$ cat src/rtl/order_tx_scheduler.sv
// Streams a captured buy and/or sell order frame (9 words each) to a ready/valid sink,
// then pulses o_ack to release the parser and counts completed orders.
module order_tx_scheduler #(
  parameter int REG_WIDTH = 32
) (
  input  logic                   i_clk,
  input  logic                   i_rst,
  input  logic                   i_order_valid,
  input  logic [9*REG_WIDTH-1:0] i_buy_regs,
  input  logic [9*REG_WIDTH-1:0] i_sell_regs,
  input  logic [1:0]             i_side_mask,
  input  logic                   i_enable,
  input  logic                   i_tx_ready,
  output logic [REG_WIDTH-1:0]   o_tx_data,
  output logic                   o_tx_valid,
  output logic                   o_tx_last,
  output logic                   o_tx_side,
  output logic                   o_ack,
  output logic                   o_busy,
  output logic [15:0]            o_sent_count
);

  // state  | meaning
  // IDLE   | waiting for an enabled, valid order
  // SEND_B | streaming captured buy words 0..8
  // SEND_S | streaming captured sell words 0..8
  // ACK    | one-cycle acknowledge to the parser
  localparam logic [1:0] S_IDLE   = 2'd0;
  localparam logic [1:0] S_SEND_B = 2'd1;
  localparam logic [1:0] S_SEND_S = 2'd2;
  localparam logic [1:0] S_ACK    = 2'd3;

  logic [1:0]             state_q, state_d;
  logic [3:0]             idx_q, idx_d;
  logic [1:0]             mask_q, mask_d;
  logic                   discard_q, discard_d;
  logic [15:0]            count_q, count_d;
  logic [9*REG_WIDTH-1:0] buy_q, buy_d, sell_q, sell_d;
  logic [REG_WIDTH-1:0]   buy_word, sell_word;
  logic                   sending, tx_fire;

  assign sending = (state_q == S_SEND_B) || (state_q == S_SEND_S);
  assign tx_fire = sending && i_tx_ready;

  always_comb begin
    buy_word  = '0;
    sell_word = '0;
    for (int k = 0; k < 9; k++) begin
      if (idx_q == k[3:0]) begin
        buy_word  = buy_q[k*REG_WIDTH +: REG_WIDTH];
        sell_word = sell_q[k*REG_WIDTH +: REG_WIDTH];
      end
    end
  end

  always_comb begin
    state_d   = state_q;
    idx_d     = idx_q;
    mask_d    = mask_q;
    discard_d = discard_q;
    count_d   = count_q;
    buy_d     = buy_q;
    sell_d    = sell_q;
    case (state_q)
      S_IDLE: begin
        if (i_order_valid && i_enable) begin
          if (i_side_mask != 2'b00) begin
            buy_d     = i_buy_regs;
            sell_d    = i_sell_regs;
            mask_d    = i_side_mask;
            idx_d     = 4'd0;
            discard_d = 1'b0;
            state_d   = i_side_mask[0] ? S_SEND_B : S_SEND_S;
          end else begin
            // empty mask: acknowledge so the parser drops the order, but do not count it
            discard_d = 1'b1;
            state_d   = S_ACK;
          end
        end
      end
      S_SEND_B: begin
        if (tx_fire) begin
          if (idx_q == 4'd8) begin
            idx_d   = 4'd0;
            state_d = mask_q[1] ? S_SEND_S : S_ACK;
          end else begin
            idx_d = idx_q + 4'd1;
          end
        end
      end
      S_SEND_S: begin
        if (tx_fire) begin
          if (idx_q == 4'd8) begin
            idx_d   = 4'd0;
            state_d = S_ACK;
          end else begin
            idx_d = idx_q + 4'd1;
          end
        end
      end
      default: begin
        if (!discard_q) count_d = count_q + 16'd1;
        discard_d = 1'b0;
        state_d   = S_IDLE;
      end
    endcase
  end

  always_ff @(posedge i_clk or posedge i_rst) begin
    if (i_rst) begin
      state_q   <= S_IDLE;
      idx_q     <= '0;
      mask_q    <= '0;
      discard_q <= 1'b0;
      count_q   <= '0;
      buy_q     <= '0;
      sell_q    <= '0;
    end else begin
      state_q   <= state_d;
      idx_q     <= idx_d;
      mask_q    <= mask_d;
      discard_q <= discard_d;
      count_q   <= count_d;
      buy_q     <= buy_d;
      sell_q    <= sell_d;
    end
  end

  assign o_tx_valid   = sending;
  assign o_tx_side    = (state_q == S_SEND_S);
  assign o_tx_last    = sending && (idx_q == 4'd8);
  assign o_tx_data    = (state_q == S_SEND_B) ? buy_word :
                        (state_q == S_SEND_S) ? sell_word : '0;
  assign o_ack        = (state_q == S_ACK);
  assign o_busy       = (state_q != S_IDLE);
  assign o_sent_count = count_q;

endmodule

$ cat config.mk
export PLATFORM = sky130hd
export DESIGN_NAME = order_tx_scheduler
export DESIGN_NICKNAME = d
export VERILOG_FILES = /design/src/rtl/order_tx_scheduler.sv
export SDC_FILE = /design/constraint.sdc
export NUM_CORES = 2
export LEC_CHECK = 0
export CAP_MARGIN = 20
export CORE_AREA = 2 2 249 251
export DETAILED_ROUTE_END_ITERATION = 10
export DIE_AREA = 0 0 251 253
export PLACE_DENSITY_LB_ADDON = 0.25
export SLEW_MARGIN = 0
export SYNTH_ARGS = -nofsm -noshare
export SYNTH_HDL_FRONTEND = slang
export SYNTH_SLANG_ARGS = --single-unit
$ cat constraint.sdc
create_clock -name i_clk -period 50.6 [get_ports i_clk]
set_clock_uncertainty 0.15 [all_clocks]
set_input_delay 7.59 -clock i_clk [delete_from_list [all_inputs] [get_ports i_clk]]
set_output_delay 7.59 -clock i_clk [all_outputs]
set_load 0.03 [all_outputs]
* Yosys cells after proc, flatten, opt, wreduce, memory -nomap -nowiden
Index checks and enable logic that the tools add are counted.
Storage, ports and cells: output and inout bits 53, bits in registers 601
Cells by class: reduce and logical (&&, ||, !) cells 16, bitwise operators 3, multiplexer cells 37, eq/ne operators 18, add/subtract/negate cells 2
Operator list (count):
- 32-bit two-way mux | 20
- 16-bit by 1-bit adder with 16-bit output (second input constant) | 1
- 4-bit by 3-bit == test with 1-bit output (second input constant) | 4
- 4-bit two-way mux | 4
- 2-bit two-way mux | 7
- 4-bit by 2-bit == test with 1-bit output (second input constant) | 2
- 2-bit by 1-bit != test with 1-bit output (second input constant) | 4
- 4-bit one-hot mux with 2 select lines | 1
- 2-bit != test (second input constant) | 3
- 2-bit one-hot mux with 3 select lines | 1
- 2-bit nonzero test | 3
- 5-bit AND reduction | 1
- 4-bit by 1-bit adder with 4-bit output (second input constant) | 1
- 2-bit == test (second input constant) | 2
- 4-bit by 1-bit == test with 1-bit output (second input constant) | 1
- 4-bit == test (second input constant) | 1
- 4-bit zero test | 1
- 2-bit AND reduction | 2
- 4-bit AND reduction | 1
- 1-bit logical AND | 3
- 1-bit two-way mux | 3
- 1-bit NOT | 3
- 3-bit AND reduction | 1
- 3-bit OR reduction | 1
- 5 further kinds | 5

* Depth between registers and ports, before layout
depth in word-level cells 12, mapped depth 9

* Worst setup path after synthesis
No wires, ideal clock.
kind flip-flop to output port, from register idx_q[1], to output o_tx_data[10], data arrival time 2362 ps, path buffers 3, stages on the path, launching flop included 10, slack 40498 ps, cells stage by stage dfrtp_1 -> inv_1 -> ha_1 -> buf_4 -> buf_2 -> clkbuf_1 -> a21oi_1 -> a211oi_1 -> nor3_1 -> o32ai_1
Between the ends: longest elaborated chain between the ends 12, elaborated cells on any way between the ends 29, those cells by class eq/ne: 8; mux: 20; reduce/logical: 1
Ends and longest elaborated chain:
- start, declared | line 34 | logic [3:0] idx_q, idx_d;
- start signal, assigned | line 120 | idx_q <= idx_d;
- 4-bit zero test | line 49 | if (idx_q == k[3:0]) begin
- 32-bit two-way mux (9 in series) | line 49
- 32-bit two-way mux | line 133 | (state_q == S_SEND_S) ? sell_word : '0;
- 32-bit two-way mux (*) | line 132 | assign o_tx_data = (state_q == S_SEND_B) ? buy_word :
- end, declared | line 14 | output logic [REG_WIDTH-1:0] o_tx_data,
Mark *: on every way between the ends. The rest lies on a longest branch, timed or not.

* Worst setup path in the final report
from register idx_q[0], to output o_tx_data[14]
Same word-level chain as after synthesis.

==> impl_table.tex <==
\begin{tabular}{lr}
\hline
Metric & Value \\
\hline
\multicolumn{2}{l}{\textbf{Outcome}} \\
\quad Result of the run & completed \\
\multicolumn{2}{l}{\textbf{Power and ir drop}} \\
\quad Power density normalized to cell area & about 63 nW/um\^{}2 \\
\quad Net Sw Frac & 38.1\% \\
\quad Combinational power share & 41.0\% \\
\quad Clock network fraction of total power & between 20\% and 30\% \\
\quad Leak & 15.4 nW \\
\quad Sequential power share & 36.9\% \\
\quad Power dissipated by switching net loads & 913 uW \\
\quad Largest voltage drop on the vdd net & between 0.00004 and 0.00005 V \\
\quad Internal power of the cells & 1.48 mW \\
\multicolumn{2}{l}{\textbf{Clocking}} \\
\quad TritonCTS sink count & 600 \\
\quad Setup bufs post-CTS & 0 \\
\quad CTS tree & done \\
\quad H-tree depth reported by CTS & 3 \\
\quad Root buffer selected by CTS & sky130\_fd\_sc\_hd\_\_clkbuf\_16 \\
\quad Number of buffers created by CTS & 67 \\
\quad Clock slew seen by the registers of the worst setup and hold paths & $\sim$60 ps \\
\quad Number of gates given a new drive strength after cts & 0 \\
\quad CTS max path bufs & 3 \\
\quad Clk Latency, worst-skew pair & approximately 590 ps \\
\quad Number of buffers inserted by hold repair at cts & 0 \\
\multicolumn{2}{l}{\textbf{Logic synthesis}} \\
\quad Synth cell types & 61 \\
\quad Average footprint of a synthesized cell & 12.1 sq um \\
\quad Net count after synthesis & 2949 \\
\quad Async set-reset flop share out of synthesis & 100\% \\
\quad Flip-flop cell with the highest count after synthesis & sky130\_fd\_sc\_hd\_\_dfrtp\_1 \\
\quad Number of register bits inferred by synthesis & 600 \\
\quad Number of enable-type register cells in the synthesized netlist & 0 \\
\quad Cells after synthesis & 2357 \\
\quad Share of the yosys chip area belonging to registers & $\sim$53\% \\
\quad Mapped cell area & 28500 sq um \\
\quad Number of warnings issued by yosys & 0 \\
\multicolumn{2}{l}{\textbf{STA}} \\
\quad Worst max-slew margin expressed relative to the limit & 22.9\% \\
\quad Final hold slack & around 350 ps \\
\quad Shortest clock period the worst path allows after layout & about 13000 ps \\
\quad Transition at the pin with the smallest max-transition slack & 1150 ps \\
\quad Sum of negative setup slack & 0 ps \\
\quad Crit share post-route & 25.7\% \\
\quad Achievable clock frequency & 77.0 MHz \\
\quad RSZ-0062 raised after global routing & false \\
\quad Slew Limit Fails & 0 \\
\quad Count of final hold-check violations & 0 \\
\quad Final number of setup-violating endpoints & 0 \\
\multicolumn{2}{l}{\textbf{Global routing}} \\
\quad Met3 Use GR & under 10\% \\
\quad Most Used Layer, Global Route & met2 \\
\quad Antenna violations before repair & 36 \\
\quad First-pass GRT wire length & 154000 um \\
\quad Number of global-route vias before repair & 22700 \\
\quad Met1 routing resource usage after global routing & 45.6\% \\
\quad Total global routing overflow & 0 \\
\quad Largest net degree at the start of global routing & roughly 180 \\
\quad Global Route Usage Sum & 33.1\% \\
\quad Global Route met2 Usage & between 50\% and 60\% \\
\multicolumn{2}{l}{\textbf{Worst setup path}} \\
\quad Worst Setup Path Type & reg -> out \\
\quad Startpoint Class & flop \\
\quad Endpoint required time on the critical path & $\sim$43000 ps \\
\quad Critical path capture point type & primary output \\
\quad Maximum fanout count along the critical path & 65 \\
\quad Launching element of the worst setup path & idx\_q[0] \\
\quad R2R Path Start & state\_q[0] \\
\quad Crit path arrival time & 5250 ps \\
\multicolumn{2}{l}{\textbf{Floorplan}} \\
\quad Die area & 63500 sq um \\
\quad Area of the core & 61000 sq um \\
\quad Core Rows & 91 \\
\quad Die X & 251 um \\
\quad Initial Utilization & around 47\% \\
\quad Chip height & about 250 um \\
\quad I/O Pins & 636 \\
\multicolumn{2}{l}{\textbf{Final layout}} \\
\quad Fraction of final layout cells sized beyond drive strength 1 & 25.0\% \\
\quad Number of filler instances in the final layout & $\sim$4800 \\
\quad Layout Nets & 3481 \\
\quad Signed area change from the synthesized netlist to the final layout & 32.6\% \\
\multicolumn{2}{l}{\textbf{Place}} \\
\quad DP Wirelength & 77500 um \\
\quad Number of I/O port buffers & 635 \\
\quad RD Place Congestion & 1.08 \\
\multicolumn{2}{l}{\textbf{Routing}} \\
\quad Vias per std cell & 6.04 \\
\quad Sum of routed wire length over all layers & 107000 um \\
\quad DRC violations left & 0 \\
\quad Number of nets with antenna violations after routing & 0 \\
\quad Via count & between 20000 and 25000 \\
\quad DR pass1 iterations & 7 \\
\quad WL/cell & 28.5 um \\
\quad Iteration-0 DRC count of the detailed router & 2387 \\
\multicolumn{2}{l}{\textbf{Job}} \\
\quad Max Cap Violations & 0 \\
\multicolumn{2}{l}{\textbf{Hold path}} \\
\quad Startpoint of the most critical hold path & buy\_q[86] \\
\quad Type of the tightest min-delay check & reg -> reg \\
\hline
\end{tabular}
[final timing paths]
| check | end | slack, ps | depth (start not counted) |
|---|---|---|---|
| hold / removal | buy_q[86] | 350 | 1 |
| setup reg to reg | buy_q[238] | 46090 | 8 |
| min in group asynchronous | sell_q[167] | 7380 | 2 |
| setup / recovery | o_tx_data[14] | 37610 | 9 |
| max in group asynchronous | buy_q[280] | 39750 | 5 |
| hold reg to reg | buy_q[86] | 350 | 1 |
[cells by family (layout without fill, tap and decap cells)]
group / after synthesis / after routing / synth area share, %
compound gates: 590 / 590 / 13.4
xor+xnor: 15 / 15 / 0.461
fa+ha+maj: 9 / 9 / 0.395
buf+inv: 244 / 828 / 3.70
flops: 600 / 600 / 52.7
mux: 580 / 580 / 22.9
other cells: 0 / 31 / 0
simple gates: 319 / 319 / 6.39
[critical path, cell delays in order (launching register included)]
cell and delay, ps:
sky130_fd_sc_hd__dfrtp_1 490, sky130_fd_sc_hd__inv_1 170, sky130_fd_sc_hd__ha_4 330, sky130_fd_sc_hd__buf_4 400, sky130_fd_sc_hd__nand3b_1 270, sky130_fd_sc_hd__buf_4 680
sky130_fd_sc_hd__o21ai_0 260, sky130_fd_sc_hd__a311oi_1 970, sky130_fd_sc_hd__o32ai_1 350, sky130_fd_sc_hd__clkdlybuf4s50_1 690
[cells in the mapped netlist (all sizes together) (32+ instances only)]
master / count / share of area [%]
dfrtp: 600 / 53
mux2: 580 / 23
a21oi: 226 / 4.0
o21ai: 128 / 2.2
buf: 112 / 2.0
clkbuf: 91 / 1.2
nand2: 77 / 1.0
nor2b: 72 / 1.6
nand2b: 61 / 1.3
inv: 41 / 0.54
nand3b: 37 / 0.97
nor3: 34 / 0.60
a211oi: 32 / 0.84
o311ai: 32 / 0.98
[layer usage]
| metal | up-vias | routed length, um |
|---|---|---|
| met1 | 11500 | 44500 |
| li1 | 9741 | - |
| met3 | 222 | 9740 |
| met2 | 1215 | 48400 |
| met4 | 10 | 4530 |
| met5 | - | 63 |
[state kept, by name, summed over array words and instances, names as in the netlist]
| name | cells |
|---|---|
| o_sent_count | 16 |
| discard_q | 1 |
| sell_q | 288 |
| state_q | 2 |
| buy_q | 288 |
| mask_q | 1 |
| idx_q | 4 |
[cell usage in the layout, fill, tap and decap left out, drive strengths merged, types with 32 or more instances in the layout]
cell type / netlist / routed
o311ai: 32 / 32
a211oi: 32 / 32
inv: 41 / 42
a21oi: 226 / 226
clkdlybuf4s50: 0 / 635
dfrtp: 600 / 600
nand2b: 61 / 61
nand2: 77 / 77
nand3b: 37 / 37
nor2b: 72 / 72
clkbuf: 91 / 97
nor3: 34 / 34
mux2: 580 / 580
o21ai: 128 / 128
[stage by stage]
step | utilization (%) | setup slack, ps | area [sq um] | cells | power (mW)
6_report | 61.9 | 37610 | 37800 | 3762 | 2.39
5_1_grt | 61.9 | 37350 | 37800 | 3757 | 2.49
4_1_cts | 61.8 | 37610 | 37700 | 3730 | 2.38
3_5_place_dp | 57.9 | 38260 | 35300 | 3609 | 1.84
3_3_place_gp | 57.9 | 38310 | 35300 | 3609 | 1.82
2_1_floorplan | - | 26070 | 28500 | 2357 | 1.44
[area by class of cell]
cell class | instances | area, sq um | area share, %
timing repair buffer | 666 | 6620 | 17.5
clock buffer | 97 | 1990 | 5.28
tap | 790 | 988 | 2.62
sequential | 600 | 15000 | 39.8
multi-input combinational | 1513 | 12500 | 33.2
inverter | 41 | 161 | 0.427
antenna | 31 | 77.6 | 0.205
clock inverter | 24 | 384 | 1.02
[power by group through the flow]
stage	Clock (mW)	Combinational, mW	Sequential, mW
6_report	0.529	0.981	0.882
5_1_grt	0.556	1.04	0.903
4_1_cts	0.536	0.969	0.874
3_5_place_dp	0	0.961	0.880
3_3_place_gp	0	0.945	0.874
2_1_floorplan	0	0.628	0.811
No activity file was read; power rests on OpenSTA's default activity.
